### config.mk
export PLATFORM = sky130hd
export DESIGN_NAME = cp_remove
export DESIGN_NICKNAME = d
export VERILOG_FILES = /design/src/rtl/cp_pkg.sv /design/src/rtl/cp_out_stage.sv /design/src/rtl/cp_remove.sv
export SDC_FILE = /design/constraint.sdc
export NUM_CORES = 1
export LEC_CHECK = 0
export BUFFER_PORTS_ARGS = -buffer_cell sky130_fd_sc_hd__buf_2
export CORE_ASPECT_RATIO = 1.1
export CORE_MARGIN = 2
export CORE_UTILIZATION = 25
export CTS_BUF_LIST = sky130_fd_sc_hd__clkbuf_4
export DETAILED_ROUTE_END_ITERATION = 10
export PLACE_DENSITY = 0.42
export SETUP_SLACK_MARGIN = 0.3
export SYNTH_ARGS = -nofsm -noshare
export SYNTH_HDL_FRONTEND = slang
export SYNTH_SLANG_ARGS = --single-unit
### constraint.sdc
create_clock -name clk -period 4.1 [get_ports clk]
set_clock_uncertainty 0.2 [all_clocks]
set_input_delay 0.205 -clock clk [delete_from_list [all_inputs] [get_ports clk]]
set_output_delay 0.205 -clock clk [all_outputs]
set_load 0.05 [all_outputs]
### src/rtl/cp_pkg.sv
// Shared definitions for the cyclic-prefix inserter/remover pair.
package cp_pkg;
  localparam int unsigned CP_DATA_W  = 32;
  localparam int unsigned CP_LEN_W   = 16;
  localparam int unsigned CP_LEN_MAX = 64;

  typedef enum logic [1:0] {
    ST_IDLE = 2'd0,
    ST_DROP = 2'd1,
    ST_PASS = 2'd2,
    ST_ERR  = 2'd3
  } cp_state_e;
endpackage

### src/rtl/cp_out_stage.sv
// One-deep registered valid/ready output stage carrying a sample and its last flag.
module cp_out_stage #(
  parameter int unsigned DATA_W = 32
) (
  input  logic              clk,
  input  logic              rst,
  input  logic              load,
  input  logic [DATA_W-1:0] load_data,
  input  logic              load_last,
  input  logic              out_ready,
  output logic              in_ready_c,
  output logic [DATA_W-1:0] data,
  output logic              valid,
  output logic              last
);
  logic [DATA_W-1:0] data_q, data_d;
  logic              valid_q, valid_d;
  logic              last_q, last_d;

  always_ff @(posedge clk) begin
    if (rst) begin
      data_q  <= '0;
      valid_q <= 1'b0;
      last_q  <= 1'b0;
    end else begin
      data_q  <= data_d;
      valid_q <= valid_d;
      last_q  <= last_d;
    end
  end

  // A load may coincide with a drain; the new sample simply replaces the old one.
  always_comb begin
    in_ready_c = !valid_q || out_ready;
    data_d     = data_q;
    valid_d    = valid_q;
    last_d     = last_q;
    if (load) begin
      data_d  = load_data;
      valid_d = 1'b1;
      last_d  = load_last;
    end else if (out_ready) begin
      valid_d = 1'b0;
    end
  end

  assign data  = data_q;
  assign valid = valid_q;
  assign last  = last_q;
endmodule

### src/rtl/cp_remove.sv
// Cyclic-prefix remover: drops cp_length prefix samples per symbol and forwards the body.
module cp_remove
  import cp_pkg::*;
#(
  parameter int unsigned DATA_W = CP_DATA_W,
  parameter int unsigned LEN_W  = CP_LEN_W
) (
  input  logic              clk,
  input  logic              rst,
  input  logic [DATA_W-1:0] signal_in,
  input  logic              in_valid,
  output logic              in_ready,
  input  logic [LEN_W-1:0]  cp_length,
  input  logic [LEN_W-1:0]  frame_length,
  output logic [DATA_W-1:0] signal_out,
  output logic              valid,
  input  logic              out_ready,
  output logic              last,
  output logic              cp_flag,
  output logic              error
);
  localparam int unsigned SUM_W = LEN_W + 1;

  cp_state_e          state_q, state_d;
  logic [LEN_W-1:0]   k_q, k_d;
  logic [LEN_W-1:0]   cp_q, cp_d;
  logic [LEN_W-1:0]   frame_q, frame_d;
  logic               error_q, error_d;

  logic               stage_ready_c;
  logic               load_c;
  logic               load_last_c;
  logic               in_xfer_c;
  logic               cfg_bad_c;
  logic               last_k_c;
  logic [SUM_W-1:0]   sym_end_c;

  always_ff @(posedge clk) begin
    if (rst) begin
      state_q <= ST_IDLE;
      k_q     <= '0;
      cp_q    <= '0;
      frame_q <= '0;
      error_q <= 1'b0;
    end else begin
      state_q <= state_d;
      k_q     <= k_d;
      cp_q    <= cp_d;
      frame_q <= frame_d;
      error_q <= error_d;
    end
  end

  // Handshake and classification; the k=0 sample is judged on the live config.
  always_comb begin
    cfg_bad_c   = (frame_length == '0) || (cp_length > frame_length);
    sym_end_c   = {1'b0, cp_q} + {1'b0, frame_q} - SUM_W'(1);
    last_k_c    = ({1'b0, k_q} == sym_end_c);
    in_ready    = 1'b0;
    cp_flag     = 1'b0;
    load_c      = 1'b0;
    load_last_c = 1'b0;
    if (!rst) begin
      case (state_q)
        ST_IDLE: begin
          if (cfg_bad_c) begin
            in_ready = 1'b1;
          end else if (cp_length != '0) begin
            in_ready = 1'b1;
            cp_flag  = in_valid;
          end else begin
            in_ready    = stage_ready_c;
            load_c      = in_valid && stage_ready_c;
            load_last_c = (frame_length == LEN_W'(1));
          end
        end
        ST_DROP: begin
          in_ready = 1'b1;
          cp_flag  = 1'b1;
        end
        ST_PASS: begin
          in_ready    = stage_ready_c;
          load_c      = in_valid && stage_ready_c;
          load_last_c = last_k_c;
        end
        default: ;
      endcase
    end
    in_xfer_c = in_valid && in_ready;
  end

  always_comb begin
    state_d = state_q;
    k_d     = k_q;
    cp_d    = cp_q;
    frame_d = frame_q;
    error_d = error_q;
    case (state_q)
      ST_IDLE: begin
        if (in_xfer_c) begin
          cp_d    = cp_length;
          frame_d = frame_length;
          if (cfg_bad_c) begin
            state_d = ST_ERR;
            error_d = 1'b1;
          end else begin
            k_d = LEN_W'(1);
            // A one-sample symbol with no prefix completes on its k=0 sample.
            if ((cp_length == '0) && (frame_length == LEN_W'(1))) begin
              k_d = '0;
            end else if (cp_length > LEN_W'(1)) begin
              state_d = ST_DROP;
            end else begin
              state_d = ST_PASS;
            end
          end
        end
      end
      ST_DROP: begin
        if (in_xfer_c) begin
          k_d = k_q + LEN_W'(1);
          if (k_q == cp_q - LEN_W'(1)) begin
            state_d = ST_PASS;
          end
        end
      end
      ST_PASS: begin
        if (in_xfer_c) begin
          if (last_k_c) begin
            k_d     = '0;
            state_d = ST_IDLE;
          end else begin
            k_d = k_q + LEN_W'(1);
          end
        end
      end
      default: ;
    endcase
  end

  cp_out_stage #(.DATA_W(DATA_W)) u_out_stage (
    .clk        (clk),
    .rst        (rst),
    .load       (load_c),
    .load_data  (signal_in),
    .load_last  (load_last_c),
    .out_ready  (out_ready),
    .in_ready_c (stage_ready_c),
    .data       (signal_out),
    .valid      (valid),
    .last       (last)
  );

  assign error = error_q;
endmodule

==> summary.txt <==
Synth-to-Final Area Change: 28.8%
WS Path Type: reg -> reg
# clock sinks: 85
Largest net degree at the start of global routing: 81
DRT Wirelength: 19300 um
Complex-gate fraction of the synthesized area: 14.2%
Routed vias: 5852
Status: finished, final reports clean
Post-DP HPWL: 14500 um
Tcrit/Tclk final: 89.7%
Achievable Freq: 272 MHz
Post-synthesis mux area share: 11.4%
Max_slew headroom: 30.7%
CTS tree: yes
Vias per cell: 4.71
Row count: 60
Max clock buf depth: 2
Distinct cells, synth: 70
Hold WC Path Type: reg -> reg
Congestion Overflow GR: 0
Commonest non-fill, non-tap cell in the layout: buf_2
Xor and xnor area share after synthesis: 5.45%
First-pass GRT wire length: 30600 um
WL/cell: 15.5 um
GPL Wtd Cong: 0.807
Type of origin of the critical path: register
Synthesis-stage register bit count: 85
Top_reg_cell synth: dfxtp_1
Slew @ Worst Pin: 1.04 ns
Die Span X: 155 um
Commonest cells after routing, fill and taps aside: 103 x buf_2, 94 x nor2_1, 87 x inv_1
Num ports: 105
Final TNS setup: 0 ns
CP Capture Type: register
Layout cell share with drive strength beyond 1: 19.2%
Worst-path clk slew: 0.16 ns
DRC marker count from the first detailed-route iteration: 293
Net Count, Synth: 888
Slowest CP cell: a2111o_1
Fin. max-slew vios: 0
Adder-Cell Fraction of Synth Area: 10.9%
Htree depth: 3
Endpoints failing setup: 0
Cell Chain, Critical Path: inv_2 -> ha_4 -> inv_2 -> ha_4 -> inv_1 -> fa_2 -> xor2_1 -> xnor2_1 -> a211o_1 -> a2111o_1 -> nor4_4 -> nand4_1 -> buf_4 -> clkbuf_16 -> nand4_1 -> a31oi_1
Post-Synth Simple-Gate Area: 21.5%
Tmin final: 3.68 ns
Number of synthesized flops with an enable pin: 0
Fin nets: 1048
RSZ-0062 raised after global routing: no
Final Hold Vio Count: 0
Worst skew pair latency: 0.46 ns
Family with the most delay on the worst path: compound AO/OA/AOI/OAI gates
WP buf/inv: 5
WP data arrival: 3.79 ns
Input/output buffers: 104
Asr flop ratio synth: 0%
Maxcap violations: 0
CP peak stage delay: 0.42 ns
Overall routing resource usage: 14.6%
CTS Buf Count: 9
Initial antenna violation count: 1
Static Leakage: 3.53 nW
Main combinational cell family by area after synthesis: simple AND/OR/NAND/NOR gates
Cell count after synthesis: 766
Pwr/cell area: 407 nW/um^2
DIE AREA: 26400 um^2
Crit path required time: 4.21 ns
Register area share after synthesis: 27.1%
Fillers: 2561
Vias in the first global route: 5784
DR pass1 iterations: 5
Post-synthesis instance area: 6270 um^2
Core Region: 24500 um^2
Critical path fanouts, max: 7
Initial Utilization: 25.5%
Final ANT Viol Nets: 0
Mapped Avg Cell Area: 8.18 um^2
DRC violations left: 0
Die Y: 170 um
Tot Pwr: 0.00328 W
Syn. warnings: 0
Root Driver: clkbuf_4
Max IR drop VDD: 0.000174 V
[where the power goes]
part           internal, W  switching, W  leakage (nW)
logic             0.000777       0.00110          2.78
clock network     0.000132      0.000331        0.0625
registers         0.000892     0.0000558         0.693
[kinds of logic (layout without fill, tap and decap cells)]
group,after synthesis,after routing
buffers and inverters,134,299
adder cells (fa/ha/maj),54,54
other,0,2
multiplexers,71,71
flip-flops,85,85
AND/OR/NAND/NOR,260,260
XOR/XNOR,39,39
AO/OA/AOI/OAI,123,123
[path summary, 6_finish.rpt]
kind | start | to | slack [ns] | cells past startpoint
max | cp_q[1] | k_q[15] | 0.42 | 16
min | error | error | 0.29 | 2
max reg2reg | cp_q[1] | k_q[15] | 0.42 | 16
min reg2reg | error | error | 0.29 | 2
[sequential cells by signal, summed over array words and instances, names as in the netlist]
| signal | cells |
|---|---|
| error | 1 |
| frame_q | 16 |
| u_out_stage.data | 32 |
| cp_q | 16 |
| u_out_stage.valid | 1 |
| k_q | 16 |
| u_out_stage.last | 1 |
| state_q | 2 |
[metrics by stage]
stage	setup slack, ns	instances	hold WS (ns)	cell area, um^2	utilization [%]
finish	0.423	1243	0.292	8080	32.9
global route	0.250	1243	0.271	8080	32.9
CTS	0.311	1232	0.248	7870	32.1
detailed placement	0.299	1149	0.248	7070	28.8
global placement	0.409	1149	0.237	7070	28.8
floorplan	0.663	766	0.149	6270	-
[routing by layer]
metal  vias to the layer above  wire, um  track usage (%)  share of wire [%]
met2                       148      9320             25.9                 48
met5                         -         0                0                  0
li1                       3009         -                -                  -
met1                      2676      8890             17.9                 46
met3                        19       752             2.42                3.9
met4                         0       363             5.07                1.9
[layout make-up]
type | count | area (um^2) | share of cell area (%)
antenna | 2 | 5.00 | 0.0620
clock buffer | 9 | 67.6 | 0.837
clock inverter | 7 | 56.3 | 0.697
inverter | 90 | 338 | 4.18
multi-input combinational | 547 | 4060 | 50.3
sequential | 85 | 1720 | 21.2
tap | 310 | 388 | 4.80
timing repair buffer | 193 | 1440 | 17.9
[worst min-delay path, stage by stage (launching register included)]
cell     delay, ns
dfxtp_1       0.36
nor2_1        0.05
nor2_1        0.07
[what timing repair did]
item | CTS | global route
pin swaps | 0 | 10
resized for setup | 1 | 27
hold endpoints to repair | 77 | 0
endpoints found under the setup margin | 2 | 21
buffers inserted | 0 | 7
hold buffers | 67 | 0
cloned | 0 | 2
[Yosys cell counts, types with 6 or more instances]
cell type / n / area [um^2]
o21ai_0: 12 / 60.1
ha_1: 53 / 663
nand4_1: 28 / 175
a31oi_1: 14 / 87.6
nor4_1: 15 / 93.8
xor2_1: 10 / 87.6
o211ai_1: 7 / 52.6
nand3_1: 17 / 85.1
a21o_1: 6 / 45.0
nand2_1: 31 / 116
nor2b_1: 7 / 43.8
a21oi_1: 30 / 150
and3_1: 8 / 50.1
and2_1: 7 / 43.8
inv_1: 90 / 338
clkbuf_1: 31 / 116
xnor2_1: 29 / 254
nor2_1: 94 / 353
dfxtp_1: 85 / 1700
o21a_1: 6 / 45.0
nand2b_1: 13 / 81.3
mux2i_1: 70 / 701
nor3_1: 12 / 60.1
No activity file was read; power rests on OpenSTA's default activity.
